File: src/rtl/ysyx_25040111_burst_responder.sv
// Burst responder: serves cache-refill reads of chlen+1 words from a
// single-outstanding word memory port, one word per chready pulse.
//
// Ports:
//   clock, reset               clock; synchronous active-low reset
//   chvalid/chaddr/chlen/chburst  refill request from the initiator
//   chready/chdata             one-cycle beat strobe and beat data
//   err                        sticky error level (cleared by reset only)
//   mem_ren/mem_raddr          one-cycle read strobe and word address
//   mem_rvalid/mem_rdata       read response
//   stat_txn/stat_beat         completed transactions / delivered beats
//
// Optional feature macro: BURST_RESP_STATS_EN builds the statistic
// counters; without it stat_txn and stat_beat are tied to zero.

module ysyx_25040111_burst_responder #(
    parameter logic [31:0] BASE_ADDR = 32'h3000_0000,
    parameter int          SIZE_LOG2 = 16,
    parameter int          MAX_LEN   = 15
) (
    input  logic        clock,
    input  logic        reset,
    input  logic        chvalid,
    input  logic [31:0] chaddr,
    input  logic [7:0]  chlen,
    input  logic        chburst,
    output logic        chready,
    output logic [31:0] chdata,
    output logic        err,
    output logic        mem_ren,
    output logic [31:0] mem_raddr,
    input  logic        mem_rvalid,
    input  logic [31:0] mem_rdata,
    output logic [31:0] stat_txn,
    output logic [31:0] stat_beat
);

    typedef enum logic [2:0] {
        S_IDLE,
        S_ISSUE,
        S_WAIT,
        S_BEAT,
        S_DONE,
        S_FAIL
    } state_t;

    localparam logic [32:0] W_LO   = {1'b0, BASE_ADDR};
    localparam logic [32:0] W_SIZE = 33'd1 << SIZE_LOG2;
    localparam logic [7:0]  W_MAX  = 8'(MAX_LEN);

    // Sums are 33 bits wide so a carry past 2**32 lands in bit 32
    // and is rejected rather than aliasing back into the window.
    function automatic logic in_window(input logic [32:0] a);
        logic [32:0] off;
        off = a - W_LO;
        return !a[32] && (a >= W_LO) && (off < W_SIZE);
    endfunction

    state_t      r_state;
    logic [7:0]  r_len;
    logic        r_burst;
    logic [31:0] r_base;
    logic [7:0]  r_beat;
    logic [31:0] r_chdata;
    logic [31:0] r_raddr;
    logic        r_abort;

    state_t      w_state_n;
    logic [7:0]  w_len_n;
    logic        w_burst_n;
    logic [31:0] w_base_n;
    logic [7:0]  w_beat_n;
    logic [31:0] w_chdata_n;
    logic [31:0] w_raddr_n;
    logic        w_abort_n;
    logic        w_ren;
    logic        w_chready;

    logic [32:0] w_sum;
    logic        w_issue_ok;
    logic        w_req_ok;

    // Non-burst beats use the live chaddr: the initiator advanced it
    // at the previous chready edge.
    assign w_sum = r_burst
                 ? ({1'b0, r_base} + {23'b0, r_beat, 2'b00})
                 : {1'b0, chaddr};

    assign w_issue_ok = in_window(w_sum) && (w_sum[1:0] == 2'b00);

    assign w_req_ok = (chaddr[1:0] == 2'b00)
                   && (chlen <= W_MAX)
                   && in_window({1'b0, chaddr});

    always_comb begin
        w_state_n  = r_state;
        w_len_n    = r_len;
        w_burst_n  = r_burst;
        w_base_n   = r_base;
        w_beat_n   = r_beat;
        w_chdata_n = r_chdata;
        w_raddr_n  = r_raddr;
        w_abort_n  = r_abort;
        w_ren      = 1'b0;
        w_chready  = 1'b0;
        unique case (r_state)
            S_IDLE: begin
                w_abort_n = 1'b0;
                if (chvalid) begin
                    w_len_n   = chlen;
                    w_burst_n = chburst;
                    w_base_n  = chaddr;
                    w_beat_n  = 8'd0;
                    w_state_n = w_req_ok ? S_ISSUE : S_FAIL;
                end
            end
            S_ISSUE: begin
                if (!chvalid) begin
                    w_beat_n  = 8'd0;
                    w_state_n = S_IDLE;
                end else if (!w_issue_ok) begin
                    w_state_n = S_FAIL;
                end else begin
                    w_ren     = 1'b1;
                    w_raddr_n = w_sum[31:0];
                    w_state_n = S_WAIT;
                end
            end
            S_WAIT: begin
                // A drop while the read is outstanding is remembered so
                // the returning word is discarded even if chvalid rises again.
                if (!chvalid) begin
                    w_abort_n = 1'b1;
                end
                if (mem_rvalid) begin
                    if (r_abort || !chvalid) begin
                        w_beat_n  = 8'd0;
                        w_abort_n = 1'b0;
                        w_state_n = S_IDLE;
                    end else begin
                        w_chdata_n = mem_rdata;
                        w_state_n  = S_BEAT;
                    end
                end
            end
            S_BEAT: begin
                if (!chvalid) begin
                    w_beat_n  = 8'd0;
                    w_state_n = S_IDLE;
                end else begin
                    w_chready = 1'b1;
                    if (r_beat == r_len) begin
                        w_beat_n  = 8'd0;
                        w_state_n = S_DONE;
                    end else begin
                        w_beat_n  = r_beat + 8'd1;
                        w_state_n = S_ISSUE;
                    end
                end
            end
            S_DONE: begin
                if (!chvalid) begin
                    w_state_n = S_IDLE;
                end
            end
            S_FAIL: begin
                w_state_n = S_FAIL;
            end
            default: begin
                w_state_n = S_IDLE;
            end
        endcase
    end

    always_ff @(posedge clock) begin
        if (!reset) begin
            r_state  <= S_IDLE;
            r_len    <= 8'd0;
            r_burst  <= 1'b0;
            r_base   <= 32'd0;
            r_beat   <= 8'd0;
            r_chdata <= 32'd0;
            r_raddr  <= 32'd0;
            r_abort  <= 1'b0;
        end else begin
            r_state  <= w_state_n;
            r_len    <= w_len_n;
            r_burst  <= w_burst_n;
            r_base   <= w_base_n;
            r_beat   <= w_beat_n;
            r_chdata <= w_chdata_n;
            r_raddr  <= w_raddr_n;
            r_abort  <= w_abort_n;
        end
    end

    assign chready   = w_chready;
    assign chdata    = r_chdata;
    assign err       = (r_state == S_FAIL);
    assign mem_ren   = w_ren;
    assign mem_raddr = w_ren ? w_sum[31:0] : r_raddr;

`ifdef BURST_RESP_STATS_EN
    logic [31:0] r_stat_txn;
    logic [31:0] r_stat_beat;
    logic        w_txn_done;

    assign w_txn_done = (r_state == S_BEAT) && chvalid
                     && (r_beat == r_len);

    always_ff @(posedge clock) begin
        if (!reset) begin
            r_stat_txn  <= 32'd0;
            r_stat_beat <= 32'd0;
        end else begin
            if (w_txn_done) begin
                r_stat_txn <= r_stat_txn + 32'd1;
            end
            if (w_chready) begin
                r_stat_beat <= r_stat_beat + 32'd1;
            end
        end
    end

    assign stat_txn  = r_stat_txn;
    assign stat_beat = r_stat_beat;
`else
    assign stat_txn  = 32'd0;
    assign stat_beat = 32'd0;
`endif

endmodule
File: config.mk
export PLATFORM = sky130hd
export DESIGN_NAME = ysyx_25040111_burst_responder
export DESIGN_NICKNAME = d
export VERILOG_FILES = /design/src/rtl/ysyx_25040111_burst_responder.sv
export SDC_FILE = /design/constraint.sdc
export NUM_CORES = 1
export LEC_CHECK = 0
export CAP_MARGIN = 10
export CORE_MARGIN = 5
export CORE_UTILIZATION = 30
export CTS_CLUSTER_DIAMETER = 60
export CTS_CLUSTER_SIZE = 16
export DETAILED_ROUTE_END_ITERATION = 10
export PLACE_DENSITY = 0.59
export SLEW_MARGIN = 20
export SYNTH_ARGS = -nofsm -noshare
export SYNTH_HDL_FRONTEND = slang
export SYNTH_SLANG_ARGS = --single-unit
File: constraint.sdc
create_clock -name clock -period 4.2 [get_ports clock]
set_input_delay 0.84 -clock clock [delete_from_list [all_inputs] [get_ports clock]]
set_output_delay 0.84 -clock clock [all_outputs]
set_load 0.01 [all_outputs]
==> impl.org <==
** Floorplanning
- Pin placement for this block handled 208 I/O pins.
- Die area :: 25200 um2
- Area inside the core boundary :: 21800 um2
- Die extent in x :: 159 um
- The die is 159 um tall.
- The initial utilization of the core area, before any placement, comes to 0.305.
- Row cnt :: 54

** STA
- Final worst slack :: -0.332 ns
- Fin. Hold Viols :: 0
- Post-route clock period utilization :: 1.08
- Final worst path period need :: 4.53 ns
- For the pin with the worst max-slew slack, the measured transition is 0.849 ns.
- Fmax achieved :: 0.221 GHz
- Final Skew :: 0.0100 ns
- Worst-case hold slack :: 0.452 ns
- Headroom to the max-slew limit came out at 0.433.
- Max-slew violation total from the final report :: 0
- Count of endpoints failing setup in the final report :: 33
- Setup repair after global routing missed its margin :: yes

** GRT
- Final global-route overflow total :: 0
- Number of antenna violations at the first check in global routing :: 0
- Aggregate global-route resource usage :: 0.158
- Vias in the first global route :: 6306
- Largest net degree at the start of global routing :: 65
- Wire length of the first global-routing pass :: 32800 um

** CTS
- Maximum number of buffers from clock root to sink :: 2
- CTS tree :: done
- Clock tree synthesis found a total of 117 sinks.
- Counting the buffers created by CTS gives 17.
- After clock tree synthesis, the clock-pin slew on the worst setup and hold paths is 0.06 ns.
- Buffers inserted to repair hold after CTS numbered 0.
- Worst-Skew Late Latency :: 0.42 ns
- Root Driver :: sky130_fd_sc_hd__clkbuf_16
- H-tree levels :: 4

** Yosys
- Synth warnings :: 0
- Cell Area, Synth :: 6650 um2
- For this run, the leading register cell type out of synthesis is sky130_fd_sc_hd__dfxtp_1.
- After synthesis the netlist holds a flip-flop and latch count of 117.
- Share of async-settable or async-resettable flops after synthesis :: 0
- Count of distinct cell types in the synthesized netlist :: 68
- Synthesis produced 827 cells.
- Number of enable flip-flop cells after synthesis :: 0
- Dividing the synthesized area by the synthesized cell count gives 8.04 um2.
- The share of the Yosys chip area taken by registers is 0.352.

** Worst setup path
- For the worst setup path, the data arrival time is 3.69 ns.
- The worst register-to-register path has a setup slack of 0.62 ns.
- Kind of capture point of the worst setup path :: primary output
- STA puts the critical path data required time at 3.36 ns.
- Of all nets on the critical path, the largest fanout is 7.
- Type of the setup path with the least slack :: register to primary output
- Crit path launch type :: register

** Placement
- At the end of routability-driven placement, the weighted congestion stood at 0.886.
- Port buffering added 143 buffers.
- Detailed placement ended at an HPWL of 14700 um.

** Drt
- Routed via count :: 6441
- First-pass iteration count of the detailed router :: 5
- WL/cell :: 15.3 um
- 1st-iter DRT viols :: 362
- The count of nets left with antenna violations once routing finished came out at 0.
- The routed design has 21000 um of wire.
- Number of remaining DRC errors :: 0
- Via density per instance :: 4.70

** Cells and area
- After the last flow step, the layout net total stands at 1165.
- Share of post-route cells with drive strength above 1 :: 0.276
- Most common library cell in the layout ignoring fill and taps :: sky130_fd_sc_hd__nand2_1
- At the end of the flow the core is filled with cells to 0.466.
- From synthesis to final layout, the design area changed by 53.0%.
- 0 antenna diodes ended up in the layout.
- Top library cells by usage in the layout, fill and taps aside :: sky130_fd_sc_hd__nand2_1, sky130_fd_sc_hd__buf_4, sky130_fd_sc_hd__clkdlybuf4s50_1
- Total of fill cells in the finished design :: 2122

** Power and ir drop
- Power density over the cells :: 312 nW/um2
- Static power due to leakage :: 4.19 nW
- IR analysis of the VDD net gives a maximum drop of 0.268 mV.

** Hold path
- Path category of the worst min-delay check :: register to register

** Status
- The final reports fail on negative setup slack.
- The run finished, with violations left.

** Flow run
- Across the run, the number of max-cap violations was 0.
-- cell usage after synthesis, types with 14 or more instances --
cell | number | area, um2
sky130_fd_sc_hd__clkbuf_1 | 36 | 135
sky130_fd_sc_hd__and2_1 | 15 | 93.8
sky130_fd_sc_hd__nand4_1 | 16 | 100
sky130_fd_sc_hd__and3_1 | 18 | 113
sky130_fd_sc_hd__nor2_1 | 33 | 124
sky130_fd_sc_hd__buf_4 | 67 | 503
sky130_fd_sc_hd__a21oi_1 | 98 | 490
sky130_fd_sc_hd__xnor2_1 | 22 | 193
sky130_fd_sc_hd__nand2_1 | 193 | 724
sky130_fd_sc_hd__dfxtp_1 | 117 | 2340
sky130_fd_sc_hd__xor2_1 | 14 | 123
-- logic make-up (layout without fill, tap and decap cells) --
| group | Yosys count | in the layout | share of synthesized area |
|---|---|---|---|
| adders and majority gates | 12 | 12 | 0.0237 |
| and+or+nand+nor | 333 | 333 | 0.236 |
| muxes | 30 | 30 | 0.0533 |
| buffers and inverters | 122 | 321 | 0.111 |
| other | 1 | 64 | 0.000564 |
| DFF | 117 | 117 | 0.352 |
| AOI/OAI and AO/OA | 176 | 176 | 0.175 |
| xor gates and xnor gates | 36 | 36 | 0.0474 |
-- through the flow --
stage	setup WS [ns]	setup TNS (ns)	area, um2	power, mW	cells
floorplan	0.0410	0	6890	1.48	890
global placement	-0.363	-7.81	8880	1.65	1317
detailed placement	-0.394	-8.88	8880	1.66	1317
CTS	-0.360	-8.29	10000	3.22	1366
global route	-0.445	-11.53	10200	3.33	1369
finish	-0.332	-7.84	10200	3.18	1369
-- critical path, stage by stage, from the launching register on --
cell and delay (ns):
sky130_fd_sc_hd__dfxtp_2 0.34, sky130_fd_sc_hd__ha_4 0.18, sky130_fd_sc_hd__buf_4 0.14, sky130_fd_sc_hd__nor2_1 0.21
sky130_fd_sc_hd__a21oi_4 0.10, sky130_fd_sc_hd__buf_12 0.15, sky130_fd_sc_hd__buf_6 0.11, sky130_fd_sc_hd__o21a_4 0.21
sky130_fd_sc_hd__buf_6 0.13, sky130_fd_sc_hd__a211oi_2 0.22, sky130_fd_sc_hd__o21ai_2 0.10, sky130_fd_sc_hd__o41a_1 0.47
sky130_fd_sc_hd__nor3_4 0.23, sky130_fd_sc_hd__buf_12 0.15, sky130_fd_sc_hd__buf_12 0.12, sky130_fd_sc_hd__mux2_4 0.30
sky130_fd_sc_hd__buf_6 0.12
-- what timing repair did --
item	CTS	global route
gates resized for setup	195	29
gates cloned	2	0
pin swaps	26	25
setup buffers	17	4
endpoints found under the hold margin	0	0
setup endpoints to repair	33	33
-- layout make-up --
cell class              instances  area, um2  area share
repair buffers                279       2600       0.255
clock inverters                14        179      0.0176
multi-input cells             651       4210       0.414
inverters                      10       37.5     0.00369
clock buffers                  18        429      0.0422
flip-flops and latches        117       2360       0.233
well taps                     280        350      0.0345
-- metal layers --
| metal | track usage | vias up | share of wire |
|---|---|---|---|
| met5 | 0 | - | 0 |
| met4 | 0.0446 | 0 | 0.015 |
| met3 | 0.0614 | 27 | 0.080 |
| met2 | 0.260 | 199 | 0.48 |
| met1 | 0.193 | 2982 | 0.43 |
| li1 | - | 3233 | - |
-- registers in the layout, indices dropped and copies added (netlist names) --
register	flops
r_base	32
r_raddr	32
r_len	8
r_burst	1
chdata	32
r_beat	8
r_abort	1
r_state	3
-- power breakdown --
part	total, mW	internal [mW]	switching, mW
Combinational	0.495	0.234	0.260
Clock	1.50	0.939	0.563
Sequential	1.18	1.15	0.0346
Total	3.18	2.32	0.858
-- worst paths after layout --
| check | to | depth (start not counted) | startpoint |
|---|---|---|---|
| setup / recovery | mem_raddr[6] | 16 | r_beat[2] |
| setup reg to reg | r_raddr[24] | 17 | r_beat[2] |
| hold reg to reg | r_base[1] | 2 | r_base[1] |
| hold / removal | r_base[1] | 2 | r_base[1] |
(Power assumes the default switching activity.)
